File: src/rtl/inst_buffer_pkg.sv
// inst_buffer_pkg
//   Shared types and sizing for the instruction buffer that sits between
//   fetch/decode and R10K dispatch/rename.
//   - DISPATCH_PACKET_R10K : decoded instruction handed to dispatch
//   - IB_ENTRY             : one buffer slot (packet + branch flag)
//   - IB_N_WAY / IB_DEPTH_DEF : defaults taken from the `N_WAY / `IB_DEPTH macros

`ifndef N_WAY
`define N_WAY 2
`endif
`ifndef N_RS
`define N_RS 16
`endif
`ifndef IB_DEPTH
`define IB_DEPTH 8
`endif

package inst_buffer_pkg;

    localparam int IB_N_WAY     = `N_WAY;
    localparam int IB_DEPTH_DEF = `IB_DEPTH;

    typedef struct packed {
        logic        valid;
        logic [31:0] pc;
        logic [31:0] inst;
        logic [4:0]  dest_reg_idx;
    } DISPATCH_PACKET_R10K;

    typedef struct packed {
        DISPATCH_PACKET_R10K pkt;
        logic                is_branch;
    } IB_ENTRY;

endpackage

File: src/rtl/inst_buffer_prefix_count.sv
// inst_buffer_prefix_count
//   Counts the leading run of ones starting at bit 0; everything after the
//   first zero is ignored.
//   Ports:
//     bits  in  N  input mask, bit 0 first
//     count out W  length of the leading run of ones (0..N)

module inst_buffer_prefix_count #(
    parameter int N = 2,
    parameter int W = $clog2(N + 1)
) (
    input  logic [N-1:0] bits,
    output logic [W-1:0] count
);

    logic run;

    always_comb begin
        count = '0;
        run   = 1'b1;
        for (int i = 0; i < N; i++) begin
            if (run && bits[i]) begin
                count = count + W'(1);
            end else begin
                run = 1'b0;
            end
        end
    end

endmodule

File: src/rtl/inst_buffer.sv
// inst_buffer
//   Circular instruction queue between fetch/decode and R10K dispatch.
//   Takes up to N_WAY decoded instructions per cycle, presents the N_WAY
//   oldest to dispatch, retires the in-order prefix the ROB reports as
//   dispatched, and empties completely on branch_haz.
//   Ports:
//     clock, reset     clock; synchronous active-high reset
//     if_packet        N_WAY decoded instructions, lane 0 oldest
//     if_branch        per-lane branch flag for if_packet
//     if_ready         room for a full N_WAY group this cycle
//     dispatched       per-lane consumed mask from the ROB
//     branch_haz       mispredict flush
//     dispatch_packet  N_WAY oldest entries, all-zero when lane not present
//     branch_inst      branch flag of each presented lane
//     count            current occupancy

module inst_buffer
    import inst_buffer_pkg::*;
#(
    parameter int N_WAY = IB_N_WAY,
    parameter int DEPTH = IB_DEPTH_DEF,
    parameter int PTR_W = $clog2(DEPTH),
    parameter int CNT_W = $clog2(DEPTH) + 1
) (
    input  logic                            clock,
    input  logic                            reset,
    input  DISPATCH_PACKET_R10K [N_WAY-1:0] if_packet,
    input  logic [N_WAY-1:0]                if_branch,
    output logic                            if_ready,
    input  logic [N_WAY-1:0]                dispatched,
    input  logic                            branch_haz,
    output DISPATCH_PACKET_R10K [N_WAY-1:0] dispatch_packet,
    output logic [N_WAY-1:0]                branch_inst,
    output logic [CNT_W-1:0]                count
);

    localparam int LANE_W = $clog2(N_WAY + 1);
    // Highest occupancy that still leaves room for a full group.
    localparam logic [CNT_W-1:0] READY_MAX = CNT_W'(DEPTH - N_WAY);

    IB_ENTRY            mem [DEPTH];
    logic [PTR_W-1:0]   head;
    logic [PTR_W-1:0]   tail;

    logic [N_WAY-1:0]   lane_valid;
    logic [N_WAY-1:0]   deq_mask;
    logic [N_WAY-1:0]   enq_valid;
    logic [N_WAY-1:0]   enq_we;
    logic [LANE_W-1:0]  deq_n;
    logic [LANE_W-1:0]  enq_raw;
    logic [LANE_W-1:0]  enq_n;

    // Registered count only: a dequeue in the same cycle does not free room.
    assign if_ready = (count <= READY_MAX);

    for (genvar i = 0; i < N_WAY; i++) begin : g_lane
        localparam logic [PTR_W-1:0]  OFS    = PTR_W'(i);
        localparam logic [CNT_W-1:0]  LANE_C = CNT_W'(i);
        localparam logic [LANE_W-1:0] LANE_L = LANE_W'(i);

        IB_ENTRY rd;

        // Pointer width equals log2(DEPTH), so the add wraps modulo DEPTH.
        assign rd                 = mem[head + OFS];
        assign lane_valid[i]      = (LANE_C < count);
        assign dispatch_packet[i] = lane_valid[i] ? rd.pkt : '0;
        assign branch_inst[i]     = lane_valid[i] & rd.is_branch;

        assign deq_mask[i]  = dispatched[i] & lane_valid[i];
        assign enq_valid[i] = if_packet[i].valid;
        assign enq_we[i]    = (LANE_L < enq_n);
    end

    inst_buffer_prefix_count #(.N(N_WAY), .W(LANE_W)) u_deq_cnt (
        .bits  (deq_mask),
        .count (deq_n)
    );

    inst_buffer_prefix_count #(.N(N_WAY), .W(LANE_W)) u_enq_cnt (
        .bits  (enq_valid),
        .count (enq_raw)
    );

    assign enq_n = if_ready ? enq_raw : '0;

    always_ff @(posedge clock) begin
        if (reset || branch_haz) begin
            head  <= '0;
            tail  <= '0;
            count <= '0;
        end else begin
            head  <= head + PTR_W'(deq_n);
            tail  <= tail + PTR_W'(enq_n);
            count <= count + CNT_W'(enq_n) - CNT_W'(deq_n);
        end
    end

    // Storage carries no reset; presence is tracked by head/count alone.
    always_ff @(posedge clock) begin
        if (!reset && !branch_haz) begin
            for (int i = 0; i < N_WAY; i++) begin
                if (enq_we[i]) begin
                    mem[tail + PTR_W'(i)] <= IB_ENTRY'{pkt: if_packet[i], is_branch: if_branch[i]};
                end
            end
        end
    end

    ap_count_bound : assert property (@(posedge clock) disable iff (reset)
        count <= CNT_W'(DEPTH));

    ap_deq_bound : assert property (@(posedge clock) disable iff (reset)
        CNT_W'(deq_n) <= count);

endmodule
File: config.mk
export PLATFORM = sky130hd
export DESIGN_NAME = inst_buffer
export DESIGN_NICKNAME = d
export VERILOG_FILES = /design/src/rtl/inst_buffer_pkg.sv /design/src/rtl/inst_buffer_prefix_count.sv /design/src/rtl/inst_buffer.sv
export SDC_FILE = /design/constraint.sdc
export NUM_CORES = 1
export LEC_CHECK = 0
export CAP_MARGIN = 25
export CORE_ASPECT_RATIO = 0.8
export CORE_MARGIN = 2
export CORE_UTILIZATION = 60
export DETAILED_ROUTE_END_ITERATION = 10
export PLACE_DENSITY = 0.81
export SLEW_MARGIN = 20
export SYNTH_ARGS = -nofsm -noshare
export SYNTH_HDL_FRONTEND = slang
export SYNTH_SLANG_ARGS = --single-unit
File: constraint.sdc
create_clock -name clock -period 11.2 [get_ports clock]
set_clock_uncertainty 0.2 [all_clocks]
set_input_delay 2.24 -clock clock [delete_from_list [all_inputs] [get_ports clock]]
set_output_delay 2.24 -clock clock [all_outputs]
set_load 0.03 [all_outputs]
==> flow_results.xml, run 1 <==
<?xml version="1.0" encoding="UTF-8"?>
<metrics>
  <group name="floorplanning">
    <metric name="floorplan.die.height" unit="um">214</metric>
    <metric name="initial_cell_density_of_the_core" unit="%">61.1</metric>
    <metric name="ioPinCount" unit="">294</metric>
    <metric name="core_area" unit="mm2">0.0541</metric>
    <metric name="die_area" unit="mm2">0.0570</metric>
    <metric name="die-width" unit="um">266</metric>
    <metric name="placement_rows" unit="">76</metric>
  </group>
  <group name="outcome">
    <metric name="run_status" unit="">complete, no violations</metric>
  </group>
  <group name="sta">
    <metric name="period_share" unit="%">66.9</metric>
    <metric name="achievable-frequency" unit="MHz">134</metric>
    <metric name="finalSetupViolations" unit="">0</metric>
    <metric name="final-hold-violation-count" unit="">0</metric>
    <metric name="total_negative_slack_for_setup_checks" unit="ns">0</metric>
    <metric name="rsz0062_at_grt" unit="">false</metric>
    <metric name="slew_headroom" unit="%">29.4</metric>
    <metric name="final-max-slew-violation-count" unit="">0</metric>
    <metric name="timing_worst_slew_pin_value" unit="ns">1.06</metric>
    <metric name="finalHoldWorstSlack" unit="ns">0.424</metric>
    <metric name="postLayoutSetupSlackWorst" unit="ns">3.71</metric>
    <metric name="layout_min_cycle_time" unit="ns">7.49</metric>
  </group>
  <group name="grt">
    <metric name="antenna_found_initial" unit="">15</metric>
    <metric name="grt.total_usage" unit="%">31.5</metric>
    <metric name="first_global_vias" unit="">21000</metric>
    <metric name="grt_max_degree" unit="">69</metric>
    <metric name="grt_first_pass_wirelength" unit="mm">133</metric>
    <metric name="grt-ovfl-total" unit="">0</metric>
  </group>
  <group name="synthesis">
    <metric name="synth_warnings" unit="">0</metric>
    <metric name="synth_largest_area_cell" unit="">sky130_fd_sc_hd__edfxtp_1</metric>
    <metric name="yosysSeqAreaShare" unit="%">52.2</metric>
    <metric name="synth_top_area_share" unit="%">51.6</metric>
    <metric name="async_reset_ff_share" unit="%">0</metric>
    <metric name="syn-instance-count" unit="">1834</metric>
    <metric name="syn_area" unit="mm2">0.0330</metric>
    <metric name="synth-seq-cells" unit="">578</metric>
    <metric name="synthFlopType" unit="">sky130_fd_sc_hd__edfxtp_1</metric>
    <metric name="avg_inst_size_synth" unit="um2">18.0</metric>
    <metric name="postSynthNetCount" unit="">1995</metric>
    <metric name="post_synth_main_area_contributors" unit="">sky130_fd_sc_hd__edfxtp_1 (52%), sky130_fd_sc_hd__mux4_2 (19%), sky130_fd_sc_hd__mux2_2 (15%)</metric>
    <metric name="synth_edf_count" unit="">568</metric>
    <metric name="synth.distinct_cells" unit="">42</metric>
  </group>
  <group name="flow_run">
    <metric name="timing.max_cap.violations" unit="">0</metric>
  </group>
  <group name="setup_path">
    <metric name="endpoint_type_of_the_worst_setup_path" unit="">output pin</metric>
    <metric name="worst_setup_path_startpoint" unit="">head[1]$_SDFF_PP0_</metric>
    <metric name="rr_worst_depth" unit="">6</metric>
    <metric name="worst_setup_path_endpoint" unit="">dispatch_packet[52]</metric>
    <metric name="startpoint_type" unit="">flip-flop</metric>
    <metric name="reg2reg_to" unit="">mem[1][49]$_DFFE_PP_</metric>
    <metric name="crit_path_max_fanout" unit="">44</metric>
    <metric name="worst_ep_arrival_time" unit="ns">5.05</metric>
    <metric name="cp_data_required_time" unit="ns">8.76</metric>
    <metric name="regToRegSetupSlack" unit="ns">7.13</metric>
    <metric name="worst_r2r_startpoint" unit="">tail[0]$_SDFF_PP0_</metric>
    <metric name="worst_setup_path_category" unit="">reg2out</metric>
  </group>
  <group name="cts">
    <metric name="clock_tree_from_tritoncts" unit="">yes</metric>
    <metric name="cts.reportedPaths.clkPinSlew" unit="ns">0.06</metric>
    <metric name="clkSinkCount" unit="">578</metric>
    <metric name="clock_buffer_depth" unit="">3</metric>
    <metric name="clock_latency" unit="ns">0.63</metric>
    <metric name="cts_setup_buffers" unit="">0</metric>
    <metric name="clockRootBuffer" unit="">sky130_fd_sc_hd__clkbuf_16</metric>
    <metric name="post_cts_resized" unit="">0</metric>
    <metric name="tritoncts_buffer_count" unit="">57</metric>
    <metric name="cts_hold_repair.buffers" unit="">0</metric>
    <metric name="h-tree-depth" unit="">2</metric>
  </group>
  <group name="detailed_routing">
    <metric name="via_per_inst" unit="">7.02</metric>
    <metric name="ant_nets" unit="">0</metric>
    <metric name="drt_drc_violations_left" unit="">0</metric>
    <metric name="total_vias_in_the_final_route" unit="">19800</metric>
    <metric name="detail_route.wirelength" unit="mm">89.4</metric>
    <metric name="routed-wl-met3" unit="mm">7.88</metric>
    <metric name="detailroute.wirelength.met2" unit="mm">45.3</metric>
    <metric name="detailed_routing_iterations_pass_1" unit="">5</metric>
    <metric name="routedWlPerCell" unit="um">31.6</metric>
    <metric name="drt_iter0_markers" unit="">2001</metric>
    <metric name="route.top_layer_used" unit="">met5</metric>
    <metric name="routedLengthMet1" unit="mm">33.4</metric>
  </group>
  <group name="placed_design">
    <metric name="finalWeightedCongestion" unit="">0.828</metric>
    <metric name="place.detailed.hpwl" unit="mm">49.6</metric>
    <metric name="placement.io_buffers" unit="">293</metric>
    <metric name="dp_worst_setup_slack" unit="ns">3.94</metric>
    <metric name="placed_cell_area" unit="mm2">0.0365</metric>
  </group>
  <group name="min_path">
    <metric name="timing.hold.worst.class" unit="">reg2reg</metric>
    <metric name="min-delay-start" unit="">head[2]$_SDFF_PP0_</metric>
  </group>
  <group name="power">
    <metric name="cellInternalPower" unit="uW">4560</metric>
    <metric name="power.share.clock" unit="%">26.8</metric>
    <metric name="total_switching_power" unit="uW">2330</metric>
    <metric name="power-per-cell-area" unit="mW/mm2">180</metric>
    <metric name="netSwitchingFraction" unit="%">33.9</metric>
    <metric name="p_seq_share" unit="%">35.7</metric>
    <metric name="combPwrFrac" unit="%">37.5</metric>
    <metric name="ir_drop" unit="V">0.000162</metric>
    <metric name="p_leak" unit="uW">0.0123</metric>
    <metric name="p_total" unit="uW">6890</metric>
  </group>
  <group name="cells_and_area">
    <metric name="post_route_cells_drive_above_1_share" unit="%">44.2</metric>
    <metric name="layout.cell_area.non_filler" unit="mm2">0.0383</metric>
    <metric name="synthToLayoutAreaGrowth" unit="%">16.0</metric>
    <metric name="finalNetCount" unit="">2225</metric>
  </group>
</metrics>
[sequential cells by signal, indices dropped and copies added (netlist names)]
name and count:
mem 568, count 4, head 3, tail 3
[area by class of cell]
cell class,count,area (um2)
clock inverters,33,225
fillers,3332,15800
well taps,702,878
flip-flops and latches,578,17300
diodes,12,30.0
inverters,11,41.3
multi-input cells,1078,15000
clock buffers,73,1530
repair buffers,338,3340
[synthesized netlist by cell type, types with 4 or more instances]
library cell,number
sky130_fd_sc_hd__nor2_1,21
sky130_fd_sc_hd__buf_2,71
sky130_fd_sc_hd__buf_6,15
sky130_fd_sc_hd__mux2_2,435
sky130_fd_sc_hd__mux2_4,70
sky130_fd_sc_hd__nor3_1,7
sky130_fd_sc_hd__and2_1,6
sky130_fd_sc_hd__edfxtp_1,568
sky130_fd_sc_hd__mux2_1,55
sky130_fd_sc_hd__dfxtp_1,10
sky130_fd_sc_hd__nor2b_1,4
sky130_fd_sc_hd__mux4_2,284
sky130_fd_sc_hd__clkbuf_1,63
sky130_fd_sc_hd__a31oi_1,4
sky130_fd_sc_hd__buf_1,17
sky130_fd_sc_hd__ha_1,10
sky130_fd_sc_hd__inv_1,11
sky130_fd_sc_hd__fa_1,4
sky130_fd_sc_hd__xnor2_1,4
sky130_fd_sc_hd__a22o_1,142
[critical path, cell delays in order (launching register included)]
cell and delay, ns:
sky130_fd_sc_hd__dfxtp_4 0.72, sky130_fd_sc_hd__buf_4 0.82, sky130_fd_sc_hd__buf_4 0.64, sky130_fd_sc_hd__buf_4 0.63, sky130_fd_sc_hd__mux4_2 0.58, sky130_fd_sc_hd__a22o_1 0.24
sky130_fd_sc_hd__clkdlybuf4s50_1 0.69
[kinds of logic (layout without fill, tap and decap cells)]
group                      count (synthesis)  count (layout)  synth area share, %
AOI/OAI and AO/OA                        154             154                 4.01
and+or+nand+nor                           59              59                 1.03
DFF                                      578             578                 52.2
muxes                                    844             844                 39.2
buffers and inverters                    178             455                 2.64
other                                      0              12                    0
adders and majority gates                 14              14                0.621
xor gates and xnor gates                   7               7                0.231
[power groups by stage]
stage | registers, uW | clock network [uW] | logic [uW]
detailed placement | 2500 | 0 | 2580
global route | 2460 | 1950 | 2680
finish | 2460 | 1850 | 2590
floorplan | 2490 | 0 | 1580
CTS | 2460 | 1860 | 2590
global placement | 2500 | 0 | 2550
[cell usage in the layout (no fill, tap or decap), types with 3 or more instances in the layout]
master,n
sky130_fd_sc_hd__nor2_4,8
sky130_fd_sc_hd__mux2_4,70
sky130_fd_sc_hd__mux2_1,55
sky130_fd_sc_hd__clkbuf_1,14
sky130_fd_sc_hd__a22o_1,142
sky130_fd_sc_hd__inv_1,11
sky130_fd_sc_hd__bufinv_16,3
sky130_fd_sc_hd__clkbuf_16,59
sky130_fd_sc_hd__nand4b_1,3
sky130_fd_sc_hd__diode_2,12
sky130_fd_sc_hd__clkdlybuf4s50_1,293
sky130_fd_sc_hd__nand2_1,3
sky130_fd_sc_hd__edfxtp_1,568
sky130_fd_sc_hd__dfxtp_1,8
sky130_fd_sc_hd__mux4_2,284
sky130_fd_sc_hd__nand2b_1,3
sky130_fd_sc_hd__xnor2_1,4
sky130_fd_sc_hd__nand3_1,3
sky130_fd_sc_hd__mux2_2,435
sky130_fd_sc_hd__buf_4,41
sky130_fd_sc_hd__clkinv_1,15
sky130_fd_sc_hd__ha_1,9
sky130_fd_sc_hd__nor3_1,7
sky130_fd_sc_hd__fa_1,4
sky130_fd_sc_hd__and2_1,5
sky130_fd_sc_hd__nor2_1,13
sky130_fd_sc_hd__clkinv_2,14
sky130_fd_sc_hd__a31oi_1,4
[how the worst min path moves through the flow]
stage          cells past startpoint                 end  slack, ns
4_1_cts                            2  head[2]$_SDFF_PP0_       0.42
2_1_floorplan                      2  head[2]$_SDFF_PP0_       0.34
3_3_place_gp                       2  head[2]$_SDFF_PP0_       0.40
3_5_place_dp                       2  head[2]$_SDFF_PP0_       0.41
6_report                           2  head[2]$_SDFF_PP0_       0.42
5_1_grt                            2  head[2]$_SDFF_PP0_       0.47
[through the flow]
stage          cells  util [%]
3_5_place_dp    2703      67.4
4_1_cts         2809      70.6
3_3_place_gp    2703      67.4
6_report        2825      70.8
2_1_floorplan   1834         -
5_1_grt         2822      70.8
[per-layer routing]
layer	track usage, %	vias up
met5	0	-
met4	11.8	10
met3	6.06	185
met2	52.7	1037
met1	41.2	10300
li1	-	8266
(Power assumes the default switching activity.)
==> inputs of run 2 (changes only) <==
--- a/config.mk
+++ b/config.mk
@@ -8,9 +8,9 @@
 export CAP_MARGIN = 25
 export CORE_ASPECT_RATIO = 0.8
 export CORE_MARGIN = 2
-export CORE_UTILIZATION = 60
+export CORE_UTILIZATION = 59
 export DETAILED_ROUTE_END_ITERATION = 10
-export PLACE_DENSITY = 0.81
+export PLACE_DENSITY = 0.79
 export SLEW_MARGIN = 20
 export SYNTH_ARGS = -nofsm -noshare
 export SYNTH_HDL_FRONTEND = slang
==> constraint.sdc (replaced) <==
create_clock -name clock -period 7.5 [get_ports clock]
set_clock_uncertainty 0.2 [all_clocks]
set_input_delay 1.5 -clock clock [delete_from_list [all_inputs] [get_ports clock]]
set_output_delay 1.5 -clock clock [all_outputs]
set_load 0.03 [all_outputs]
==> run 2 against run 1 <==
- worst setup slack got worse by 2.2 ns
- global-route usage barely moved
- combinational power rose by 50%
- critical endpoint is now dispatch_packet[139]
- clock-buffer cell count did not move
- final area rose by 0.18%
- first-iteration DRC count rose by 6.4%
==> flow_results.xml, run 2 (synthesized netlist as in run 1, its figures left out) <==
<?xml version="1.0" encoding="UTF-8"?>
<metrics>
  <group name="sta">
    <metric name="final-hold-violation-count" unit="">0</metric>
    <metric name="final-max-slew-violation-count" unit="">0</metric>
    <metric name="rsz0062_at_grt" unit="">false</metric>
    <metric name="total_negative_slack_for_setup_checks" unit="ns">0</metric>
    <metric name="timing_worst_slew_pin_value" unit="ns">1.08</metric>
    <metric name="achievable-frequency" unit="MHz">168</metric>
    <metric name="layout_min_cycle_time" unit="ns">5.94</metric>
    <metric name="finalHoldWorstSlack" unit="ns">0.469</metric>
    <metric name="finalSetupViolations" unit="">0</metric>
    <metric name="period_share" unit="%">79.2</metric>
    <metric name="slew_headroom" unit="%">28.1</metric>
  </group>
  <group name="cts">
    <metric name="clock_latency" unit="ns">0.62</metric>
    <metric name="cts_setup_buffers" unit="">0</metric>
    <metric name="clock_tree_from_tritoncts" unit="">yes</metric>
    <metric name="cts_hold_repair.buffers" unit="">0</metric>
    <metric name="clockRootBuffer" unit="">sky130_fd_sc_hd__clkbuf_16</metric>
    <metric name="cts.reportedPaths.clkPinSlew" unit="ns">0.06</metric>
    <metric name="tritoncts_buffer_count" unit="">58</metric>
    <metric name="h-tree-depth" unit="">2</metric>
    <metric name="clock_buffer_depth" unit="">3</metric>
    <metric name="clkSinkCount" unit="">578</metric>
    <metric name="post_cts_resized" unit="">0</metric>
  </group>
  <group name="floorplanning">
    <metric name="placement_rows" unit="">77</metric>
    <metric name="ioPinCount" unit="">294</metric>
    <metric name="die-width" unit="um">269</metric>
    <metric name="initial_cell_density_of_the_core" unit="%">59.8</metric>
    <metric name="die_area" unit="mm2">0.0579</metric>
    <metric name="core_area" unit="mm2">0.0553</metric>
    <metric name="floorplan.die.height" unit="um">216</metric>
  </group>
  <group name="flow_run">
    <metric name="timing.max_cap.violations" unit="">0</metric>
  </group>
  <group name="grt">
    <metric name="grt-ovfl-total" unit="">0</metric>
    <metric name="grt.total_usage" unit="%">31.5</metric>
    <metric name="antenna_found_initial" unit="">14</metric>
    <metric name="grt_first_pass_wirelength" unit="mm">134</metric>
    <metric name="first_global_vias" unit="">20900</metric>
    <metric name="grt_max_degree" unit="">154</metric>
  </group>
  <group name="detailed_routing">
    <metric name="detailed_routing_iterations_pass_1" unit="">5</metric>
    <metric name="drt_drc_violations_left" unit="">0</metric>
    <metric name="routedWlPerCell" unit="um">31.4</metric>
    <metric name="drt_iter0_markers" unit="">2129</metric>
    <metric name="routed-wl-met3" unit="mm">7.71</metric>
    <metric name="via_per_inst" unit="">6.95</metric>
    <metric name="route.top_layer_used" unit="">met5</metric>
    <metric name="detailroute.wirelength.met2" unit="mm">44.9</metric>
    <metric name="total_vias_in_the_final_route" unit="">19900</metric>
    <metric name="ant_nets" unit="">0</metric>
    <metric name="routedLengthMet1" unit="mm">34.7</metric>
    <metric name="detail_route.wirelength" unit="mm">89.9</metric>
  </group>
  <group name="cells_and_area">
    <metric name="final_core_utilization" unit="%">69.4</metric>
    <metric name="finalNetCount" unit="">2222</metric>
    <metric name="post_route_cells_drive_above_1_share" unit="%">43.9</metric>
    <metric name="layout_commonest_cell" unit="">sky130_fd_sc_hd__edfxtp_1</metric>
    <metric name="largestRegisters" unit="">mem (568), count (4)</metric>
    <metric name="largest-register" unit="">mem</metric>
    <metric name="final_cell_mix" unit="">sky130_fd_sc_hd__edfxtp_1 (568), sky130_fd_sc_hd__mux2_2 (435), sky130_fd_sc_hd__clkdlybuf4s50_1 (293)</metric>
    <metric name="largest_register_ffs" unit="">568</metric>
    <metric name="synthToLayoutAreaGrowth" unit="%">16.2</metric>
  </group>
  <group name="outcome">
    <metric name="run_status" unit="">complete, no violations</metric>
  </group>
  <group name="setup_path">
    <metric name="cp_data_required_time" unit="ns">5.80</metric>
    <metric name="crit_path_max_fanout" unit="">55</metric>
    <metric name="startpoint_type" unit="">flip-flop</metric>
    <metric name="worst_ep_arrival_time" unit="ns">4.24</metric>
    <metric name="worst_setup_path_category" unit="">reg2out</metric>
    <metric name="endpoint_type_of_the_worst_setup_path" unit="">output pin</metric>
  </group>
  <group name="min_path">
    <metric name="timing.hold.worst.class" unit="">reg2reg</metric>
  </group>
  <group name="placed_design">
    <metric name="placement.io_buffers" unit="">293</metric>
    <metric name="place.detailed.hpwl" unit="mm">49.3</metric>
    <metric name="finalWeightedCongestion" unit="">0.800</metric>
  </group>
  <group name="power">
    <metric name="power-per-cell-area" unit="mW/mm2">266</metric>
    <metric name="p_leak" unit="uW">0.0123</metric>
    <metric name="ir_drop" unit="V">0.000321</metric>
  </group>
</metrics>
run 2: final timing paths:
kind              slack (ns)  cells after the start          startpoint                    to
setup reg to reg        3.76                      6  tail[0]$_SDFF_PP0_  mem[1][29]$_DFFE_PP_
setup / recovery        1.56                      5  head[0]$_SDFF_PP0_  dispatch_packet[139]
hold / removal          0.47                      2  head[2]$_SDFF_PP0_    head[2]$_SDFF_PP0_
hold reg to reg         0.47                      2  head[2]$_SDFF_PP0_    head[2]$_SDFF_PP0_
run 2: per-layer routing:
metal / global-route usage, % / vias up
li1: - / 8249
met1: 42.9 / 10500
met2: 51.4 / 992
met3: 5.77 / 159
met4: 10.8 / 4
met5: 0 / -
run 2: critical path: stages (launching register included):
cell,delay [ns]
sky130_fd_sc_hd__dfxtp_4,0.75
sky130_fd_sc_hd__ha_4,0.85
sky130_fd_sc_hd__buf_4,0.57
sky130_fd_sc_hd__mux4_2,0.57
sky130_fd_sc_hd__a22o_1,0.25
sky130_fd_sc_hd__clkdlybuf4s50_1,0.59
run 2: power by group:
part / leakage (uW) / total, uW / switching (uW) / internal, uW
Sequential: 0.00520 / 3660 / 46.8 / 3610
Clock: 0.000817 / 2670 / 1210 / 1460
Combinational: 0.00627 / 3880 / 2200 / 1680
Total: 0.0123 / 10200 / 3460 / 6750
run 2: final cells by class:
type,count,area [um2]
Antenna cell,14,35.0
Clock buffer,73,1530
Clock inverter,25,135
Fill cell,3634,16900
Inverter,11,41.3
Multi-Input combinational cell,1078,15000
Sequential cell,578,17300
Tap cell,750,938
Timing Repair Buffer,334,3430
run 2: per-stage QoR:
stage | cells | area (um2) | power [uW] | worst slack [ns]
floorplan | 1834 | 33000 | 6070 | 1.66
global placement | 2748 | 36600 | 7570 | 2.22
detailed placement | 2748 | 36600 | 7600 | 2.19
CTS | 2846 | 38300 | 10200 | 1.52
global route | 2857 | 38400 | 10500 | 1.41
finish | 2863 | 38400 | 10200 | 1.56
